**src/rtl/mem_responder.sv**
```systemverilog
// mem_responder
//   Memory-side responder for the 8-bit core's req/ready handshake. Owns one
//   2^ADDR_W x DATA_W synchronous RAM shared by two initiators: port A
//   (instruction fetch, read-only) and port B (execute-stage load/store).
//   Port B has fixed priority. Each transaction spends WAIT_CYCLES extra cycles
//   between grant and access. The granted port's ready stays high until that
//   port drops its request (four-phase handshake).
//
//   Optional feature macro: MEM_WP_EN
//     When defined, port-B writes to addresses >= WP_BASE are dropped.
//     o_wp_err pulses for the access cycle of each dropped write.
//     When undefined, every address is writable and o_wp_err is constant 0.
//
//   Ports
//     i_clk       clock, all logic on the rising edge
//     i_rst       synchronous active-high reset
//     i_a_req     port A request, held until o_a_ready is seen
//     i_a_we      port A write enable (fetch is read-only, so it is ignored)
//     i_a_addr    port A address
//     o_a_rdata   port A read data, held until the next port A read completes
//     o_a_ready   port A completion
//     i_b_req     port B request
//     i_b_we      port B write enable (1 = store)
//     i_b_addr    port B address
//     i_b_wdata   port B store data
//     o_b_rdata   port B read data, held until the next port B read completes
//     o_b_ready   port B completion
//     o_wp_err    one-cycle pulse on a blocked write
module mem_responder #(
  parameter int ADDR_W      = 8,
  parameter int DATA_W      = 8,
  parameter int WAIT_CYCLES = 1
`ifdef MEM_WP_EN
  ,
  parameter logic [ADDR_W-1:0] WP_BASE = ADDR_W'(8'hF0)
`endif
) (
  input  logic              i_clk,
  input  logic              i_rst,
  input  logic              i_a_req,
  input  logic              i_a_we,
  input  logic [ADDR_W-1:0] i_a_addr,
  output logic [DATA_W-1:0] o_a_rdata,
  output logic              o_a_ready,
  input  logic              i_b_req,
  input  logic              i_b_we,
  input  logic [ADDR_W-1:0] i_b_addr,
  input  logic [DATA_W-1:0] i_b_wdata,
  output logic [DATA_W-1:0] o_b_rdata,
  output logic              o_b_ready,
  output logic              o_wp_err
);

  typedef enum logic [1:0] {S_IDLE, S_WAIT, S_DONE} state_t;

  localparam logic [3:0] CNT_INIT = 4'(WAIT_CYCLES);

  state_t              r_state;
  state_t              w_nextState;
  logic [3:0]          r_cnt;
  logic                r_grantB;
  logic                r_we;
  logic [ADDR_W-1:0]   r_addr;
  logic [DATA_W-1:0]   r_wdata;
  logic [DATA_W-1:0]   r_aRdata;
  logic [DATA_W-1:0]   r_bRdata;
  logic                r_wpErr;
  logic [DATA_W-1:0]   r_mem [0:(1<<ADDR_W)-1];

  logic                w_access;
  logic                w_grantedReq;
  logic                w_wpBlock;
  logic                w_unusedAWe;

  // Fetch never writes, so the port A write enable goes nowhere.
  assign w_unusedAWe  = i_a_we;

  assign w_access     = (r_state == S_WAIT) && (r_cnt == 4'd0);
  assign w_grantedReq = r_grantB ? i_b_req : i_a_req;

  // r_we is only ever set by a port B grant, so this only blocks stores.
`ifdef MEM_WP_EN
  assign w_wpBlock = r_we && (r_addr >= WP_BASE);
`else
  assign w_wpBlock = 1'b0;
`endif

  // State register.
  always_ff @(posedge i_clk) begin
    if (i_rst) begin
      r_state <= S_IDLE;
    end else begin
      r_state <= w_nextState;
    end
  end

  // Next-state logic. DONE waits for the granted request to drop. This
  // forces at least one IDLE cycle between transactions.
  always_comb begin
    w_nextState = r_state;
    case (r_state)
      S_IDLE:  if (i_b_req || i_a_req) w_nextState = S_WAIT;
      S_WAIT:  if (r_cnt == 4'd0)      w_nextState = S_DONE;
      S_DONE:  if (!w_grantedReq)      w_nextState = S_IDLE;
      default: w_nextState = S_IDLE;
    endcase
  end

  // Grant latching, wait counting and read-data capture.
  // Requester inputs are sampled only at grant. Later changes are ignored.
  always_ff @(posedge i_clk) begin
    if (i_rst) begin
      r_cnt    <= 4'd0;
      r_grantB <= 1'b0;
      r_we     <= 1'b0;
      r_addr   <= '0;
      r_wdata  <= '0;
      r_aRdata <= '0;
      r_bRdata <= '0;
      r_wpErr  <= 1'b0;
    end else begin
      r_wpErr <= 1'b0;
      case (r_state)
        S_IDLE: begin
          if (i_b_req) begin
            r_grantB <= 1'b1;
            r_we     <= i_b_we;
            r_addr   <= i_b_addr;
            r_wdata  <= i_b_wdata;
            r_cnt    <= CNT_INIT;
          end else if (i_a_req) begin
            r_grantB <= 1'b0;
            r_we     <= 1'b0;
            r_addr   <= i_a_addr;
            r_cnt    <= CNT_INIT;
          end
        end
        S_WAIT: begin
          if (r_cnt != 4'd0) begin
            r_cnt <= r_cnt - 4'd1;
          end else if (!r_we) begin
            if (r_grantB) r_bRdata <= r_mem[r_addr];
            else          r_aRdata <= r_mem[r_addr];
          end else begin
            r_wpErr <= w_wpBlock;
          end
        end
        default: ;
      endcase
    end
  end

  // RAM write port. The RAM is never cleared. A reset on the access edge
  // suppresses the write.
  always_ff @(posedge i_clk) begin
    if (!i_rst && w_access && r_we && !w_wpBlock) begin
      r_mem[r_addr] <= r_wdata;
    end
  end

  // Outputs. Ready is high exactly while in DONE for the granted port.
  always_comb begin
    o_a_ready = (r_state == S_DONE) && !r_grantB;
    o_b_ready = (r_state == S_DONE) &&  r_grantB;
    o_a_rdata = r_aRdata;
    o_b_rdata = r_bRdata;
    o_wp_err  = r_wpErr;
  end

endmodule

```
**config.mk**
```make
export PLATFORM = sky130hd
export DESIGN_NAME = mem_responder
export DESIGN_NICKNAME = d
export VERILOG_FILES = /design/src/rtl/mem_responder.sv
export SDC_FILE = /design/constraint.sdc
export NUM_CORES = 2
export LEC_CHECK = 0
export CELL_PAD_IN_SITES_DETAIL_PLACEMENT = 1
export CELL_PAD_IN_SITES_GLOBAL_PLACEMENT = 1
export CORE_ASPECT_RATIO = 0.8
export CORE_UTILIZATION = 40
export CTS_BUF_LIST = sky130_fd_sc_hd__clkbuf_8
export CTS_CLUSTER_SIZE = 14
export DETAILED_ROUTE_END_ITERATION = 8
export GPL_TIMING_DRIVEN = 1
export PLACE_DENSITY_LB_ADDON = 0.2
export SETUP_SLACK_MARGIN = 0.5
export SYNTH_ARGS = -nofsm -noshare
export SYNTH_HDL_FRONTEND = slang
export SYNTH_SLANG_ARGS = --single-unit
```
**constraint.sdc**
```tcl
create_clock -name i_clk -period 8.7 [get_ports i_clk]
set_input_delay 2.175 -clock i_clk [delete_from_list [all_inputs] [get_ports i_clk]]
set_output_delay 2.175 -clock i_clk [all_outputs]
set_load 0.01 [all_outputs]
```
After elaboration in Yosys (flattened, before gate mapping). Memories as Yosys holds them, arrays and structs flattened. A register that Yosys moved wholly into a read port is not among the register bits. Cells that the tools add are included.

$add $sub $neg: 1. Eq/ne operators: 7. Muxes and demuxes: 18. Bitwise gates (word level): 3. Reduce and logical (&&, ||, !) cells: 19.

Operators by type and width (count): two-way mux 8 bit (4); two-way mux 4 bit (3); case mux 4 bit (2 select lines) (1); AND reduction 4 bit (2); two-way mux 1 bit (6); two-way mux 2 bit (3); case mux 2 bit (3 select lines) (1); AND reduction 3 bit (2); logical AND 1 bit (5); zero test 4 bit (1); != test 2 x 1 -> 1 bit, second input constant (2); != test 2 bit, second input constant (2); AND reduction 2 bit (2); nonzero test 2 bit (2); nonzero test 4 bit (1); subtractor 4 x 1 -> 4 bit, second input constant (1); != test 3 bit, second input constant (1); NOT 1 bit (3); == test 2 x 1 -> 1 bit, second input constant (1); == test 2 bit, second input constant (1); zero test 1 bit (2); zero test 2 bit (1); logical OR 1 bit (1).

Register bits after elaboration: 40. Bits in writable memories: 2048. Input port bits: 30. Output and inout bits: 19. Logic and storage cells: 57. Memories kept: 1.

Memory list: r_mem (words 256, width 8, rd ports 1, clocked after Yosys merged registers in 1, write ports 1, line 68) `logic [DATA_W-1:0] r_mem [0:(1<<ADDR_W)-1];`.

Depth between registers and ports, before layout.
Word-level depth: 6. Gate-level depth with buffers: 12. Gate-level depth less buffers: 9.

Least setup slack after synthesis. No wires, ideal clock.

Kind: register -> register. Start: register r_wdata[0]. End: memory r_mem[0][0] (data pin). Setup time: 0.856 ns. Data arrival time: 3.397 ns. Required time: 7.844 ns. Slack: 4.447 ns. Stages on the path, launching flop included: 1. Cell sequence: dfxtp_1.

RTL lines: start: declaration (line 64) `logic [DATA_W-1:0] r_wdata;`; start signal: assignment (line 129) `r_wdata <= i_b_wdata;`; end: declaration (line 68).

Straight into the memory's write port.

Final worst setup path.
Start: input i_rst. End: memory r_mem[54][5] (enable).

Cells in the longest elaborated chain, start to end: 5.

Ends and longest elaborated chain: start: declaration (line 39) `input logic i_rst,`; zero test 1 bit (line 156) `if (!i_rst && w_access && r_we && !w_wpBlock) begin`; logical AND 1 bit (2 in a row) (line 156); two-way mux 1 bit (line 156); two-way mux 1 bit (implied by the code) (line 157) `r_mem[r_addr] <= r_wdata;`.

No other way between the ends.

==> results.md <==
Run status:
- The run finished with clean final reports.

Setup path:
- Counting both buffers and inverters, the worst setup path holds a total of 3.
- The path type of the worst setup path is in -> reg.
- On the worst path, the slowest cell contributes a delay of approximately 960 ps.
- In this run the worst path has a maximum fanout of 32.
- The endpoint of the lowest-slack register-to-register path is o_a_rdata[0].
- The critical path capture point type is a flop.
- In this run the register-to-register setup slack is roughly 4100 ps.
- The largest delay contributor family on the critical path is simple AND/OR/NAND/NOR gates.
- The worst setup path is launched from an input port.
- On the critical path, the stage with the largest delay is an instance of nand2_1.
- The cell type with the highest occurrence count on the critical path is buf_4.
- Walking the worst path, the cells encountered are clkdlybuf4s50_1 -> buf_4 -> nand4b_1 -> nor3b_1 -> nand2_1 -> buf_4 -> nor2_1.
- The required time at the endpoint of the critical path is about 9300 ps.
- The data arrival time of the worst path is 5750 ps.
- The depth of the most critical reg-to-reg path is 8.

Global routing:
- The initial antenna violation count was 7.
- Across every metal layer, demand over resource in global routing totals between 20% and 30%.
- The final global-route overflow total is 0.
- Entering global routing, the biggest net connects ~180 pins.
- The via count of the first global-routing pass came to about 42000.
- The first global-routing pass estimated about 330000 microns of wire.

STA:
- The final number of setup-violating endpoints is 0.
- For the pin with the worst max-slew slack, the measured transition is about 1400 ps.
- The final hold violation count is 0.
- The smallest hold slack is between 400 and 500 ps.
- The clock period could shrink to between 5000 and 6000 ps.
- The worst-case clock skew is 67.0 ps.
- The post-route fraction of the period consumed by the critical path is between 50% and 60%.
- The final setup slack of the worst path is 3550 ps.
- The max-slew headroom at the worst pin is 8.46%.
- Summed over all failing endpoints, the final setup total negative slack is 0 ps.
- The max-slew violation count was 0.
- Setup repair after global routing left no endpoint under its margin.
- For this run, the top clock speed supported by timing is 194 MHz.

Floorplan:
- The starting density of the core is around 40%.
- The initialized floorplan defines between 100 and 150 standard-cell rows.
- The die footprint is between 200000 and 250000 sq um.
- The chip width is 506 microns.
- The height of the chip is approximately 410 microns.
- The number of I/O pins is 49.
- The floorplan step defined a core boundary enclosing a little over 200000 sq um.

Synth:
- In this run the cell area of the synthesized design comes to between 80000 and 90000 sq um.
- The synthesized design contains around 2000 enable-type register cells.
- The fraction of synthesis flops using an asynchronous set or reset pin is 0%.
- Counting instances in the post-synthesis netlist gives the leading cell types as edfxtp_1, mux4_2, nor2_1.
- Sequential cells were found to cover 76.8% of the synthesized design area.
- In the synthesized netlist the dominant register cell turns out to be edfxtp_1.
- Synthesis produced a netlist with a net count of between 3000 and 4000.
- Counting distinct cell types in the post-synthesis netlist gives 62.
- The synthesized area divided by synthesized cell count is slightly above 20 sq um.
- Counting every instance in the synthesized netlist gives between 3000 and 4000.
- The Yosys step of the flow raised 0 warnings.
- The largest total area in the synthesized netlist belongs to edfxtp_1.
- edfxtp_1 is the most common cell in the netlist.
- In this run the biggest area consumer among cell types represents about three quarters of the synthesized area.
- Sorting the synthesized cells by area gives the leading types as edfxtp_1, mux4_2, mux2i_1.
- After synthesis the netlist holds a flip-flop and latch count of 2096.

Final layout:
- Of the cells placed in the final design, the portion with a size suffix greater than 1 is between 20% and 30%.
- The count of nets after finishing is ~4200.
- The area added between synthesis and finish is 11.5%.
- The filler cells instantiated in the layout total ~19000.
- The share of the core filled with cells in the final layout is ~45%.
- The cell area after layout is between 90000 and 100000 sq um.

Pwr:
- The largest vdd supply drop is between 0.0001 and 0.00015 V.
- The standby leakage power is between 20 and 30 nW.
- Dividing total power by cell area gives a power density of between 200 and 250 nW/um^2.

CTS:
- The number of setup buffers added after CTS is 0.
- The cts-stage hold buffer count is 0.
- The clock tree root buffer cell is clkbuf_8.
- TritonCTS built the clock tree.
- No sink is reached through more buffers than the 4 on the longest clock path.
- Clock tree synthesis found a total of 2096 sinks.
- The H-tree was split into 5 levels.
- The number of buffers inserted during clock tree synthesis is between 300 and 400.
- The number of resized instances in the post-cts repair step is 0.
- Clock-pin slew was measured on the worst setup and hold paths at approximately 70 ps.
- The source-to-sink clock delay at the later pin of the worst-skew pair is about 1000 ps.

Detailed routing:
- The number of nets with antenna violations after routing is 0.
- After detailed routing, the total wire length is around 230000 microns.
- The number of DRC violations after detailed routing is 0.
- The via count is between 40000 and 50000.
- The iteration count of the initial detailed-routing pass is 7.
- In the routed layout, each cell is associated on average with a via count of 5.77.
- The detailed router finished its first iteration with about 4400 violations.
- The wire length per cell is around 32 microns.

Placement:
- The wire-length estimate of the detail-placed layout is around 140000 microns.
- The count of buffers inserted at the top-level ports is 46.
- The routability-driven placement congestion ratio is between 0.7 and 0.8.
- Once placement finished, the instance area stood at roughly 85000 sq um.
- OpenSTA, run right after detailed placement, puts the worst setup slack at about 2500 ps.

Worst hold path:
- The destination of the worst hold path is o_a_rdata[0].
- The class of the worst hold path is reg -> reg.
- The startpoint of the most critical hold path is o_a_rdata[0].
- The worst hold path was traced through 2 stages.

Flow run:
- The count of maximum capacitance violations is 0.
## logic make-up (layout without fill, tap and decap cells)
logic type      count (synthesis)  after routing  share of synthesized area (%)
compound gates                336            336                           2.73
xor+xnor                        2              2                         0.0215
fa+ha+maj                       2              2                         0.0308
buf+inv                       235            726                           1.67
flops                        2096           2096                           76.8
mux                           651            651                           15.5
other cells                     1              9                        0.00461
simple gates                  602            602                           3.27
## placed cells by master, fill, tap and decap left out, types with 32 or more instances in the layout
cell	synthesis	routed
o22ai_1	68	68
inv_1	4	97
a22oi_1	78	78
mux2i_1	134	134
nand2_1	125	120
a21oi_1	70	70
dfxtp_1	48	34
clkbuf_8	0	345
buf_4	32	76
nor3_1	33	32
clkdlybuf4s50_1	0	46
clkinv_1	2	103
edfxtp_1	2048	2048
nor2_1	310	308
mux4_2	480	480
## routing by layer
layer,global-route usage (%),vias up,share of wire (%)
met1,33.8,22266,45
met5,0,-,0
met2,33.4,1584,45
li1,-,16805,-
met4,5.53,0,2.1
met3,4.94,314,7.6
## tightest hold or removal path, delay by kind of cell, from the launching register on
kind / cells / cell delay (ps)
AND/OR/NAND/NOR: 2 / 90
flip-flops: 1 / 320
## flip-flops by register name, indices dropped and copies added, names as in the netlist, named ones only
register   cells
r_we           1
r_grantB       1
r_mem       2048
r_addr         8
o_a_rdata      8
r_cnt          4
o_b_rdata      8
r_state        2
r_wdata        8
## worst max-delay path by stage
| stage | cells past startpoint | from | slack [ps] | to |
|---|---|---|---|---|
| 2_1_floorplan | 0 | r_wdata[0] | 4450 | r_mem[0][0] |
| 3_3_place_gp | 7 | i_rst | 2610 | r_mem[246][2] |
| 3_5_place_dp | 7 | i_rst | 2550 | r_mem[246][1] |
| 4_1_cts | 7 | i_rst | 3660 | r_mem[54][3] |
| 5_1_grt | 7 | i_rst | 3520 | r_mem[54][3] |
| 6_report | 7 | i_rst | 3550 | r_mem[54][5] |
## final cells by class
type	count	area [sq um]	share of cell area [%]
sequential	2096	62500	69.0
multi-input combinational	1594	17500	19.3
clock buffer	345	4750	5.24
tap	2682	3360	3.70
timing repair buffer	136	1310	1.45
clock inverter	239	1120	1.24
inverter	6	22.5	0.0249
antenna	8	20.0	0.0221
## report_power, final
| part | internal [W] | switching [W] | leakage (nW) |
|---|---|---|---|
| logic | 0.000925 | 0.00167 | 5.31 |
| clock network | 0.00385 | 0.00389 | 3.35 |
| registers | 0.0112 | 0.000167 | 19.5 |
| total | 0.0160 | 0.00573 | 28.1 |
## stage by stage
stage	total power, W	cells
6_report	0.0217	7106
5_1_grt	0.0224	7102
4_1_cts	0.0219	7098
3_5_place_dp	0.0142	6514
3_3_place_gp	0.0142	6514
2_1_floorplan	0.0132	3925
Power figures use the tool's default switching activity.
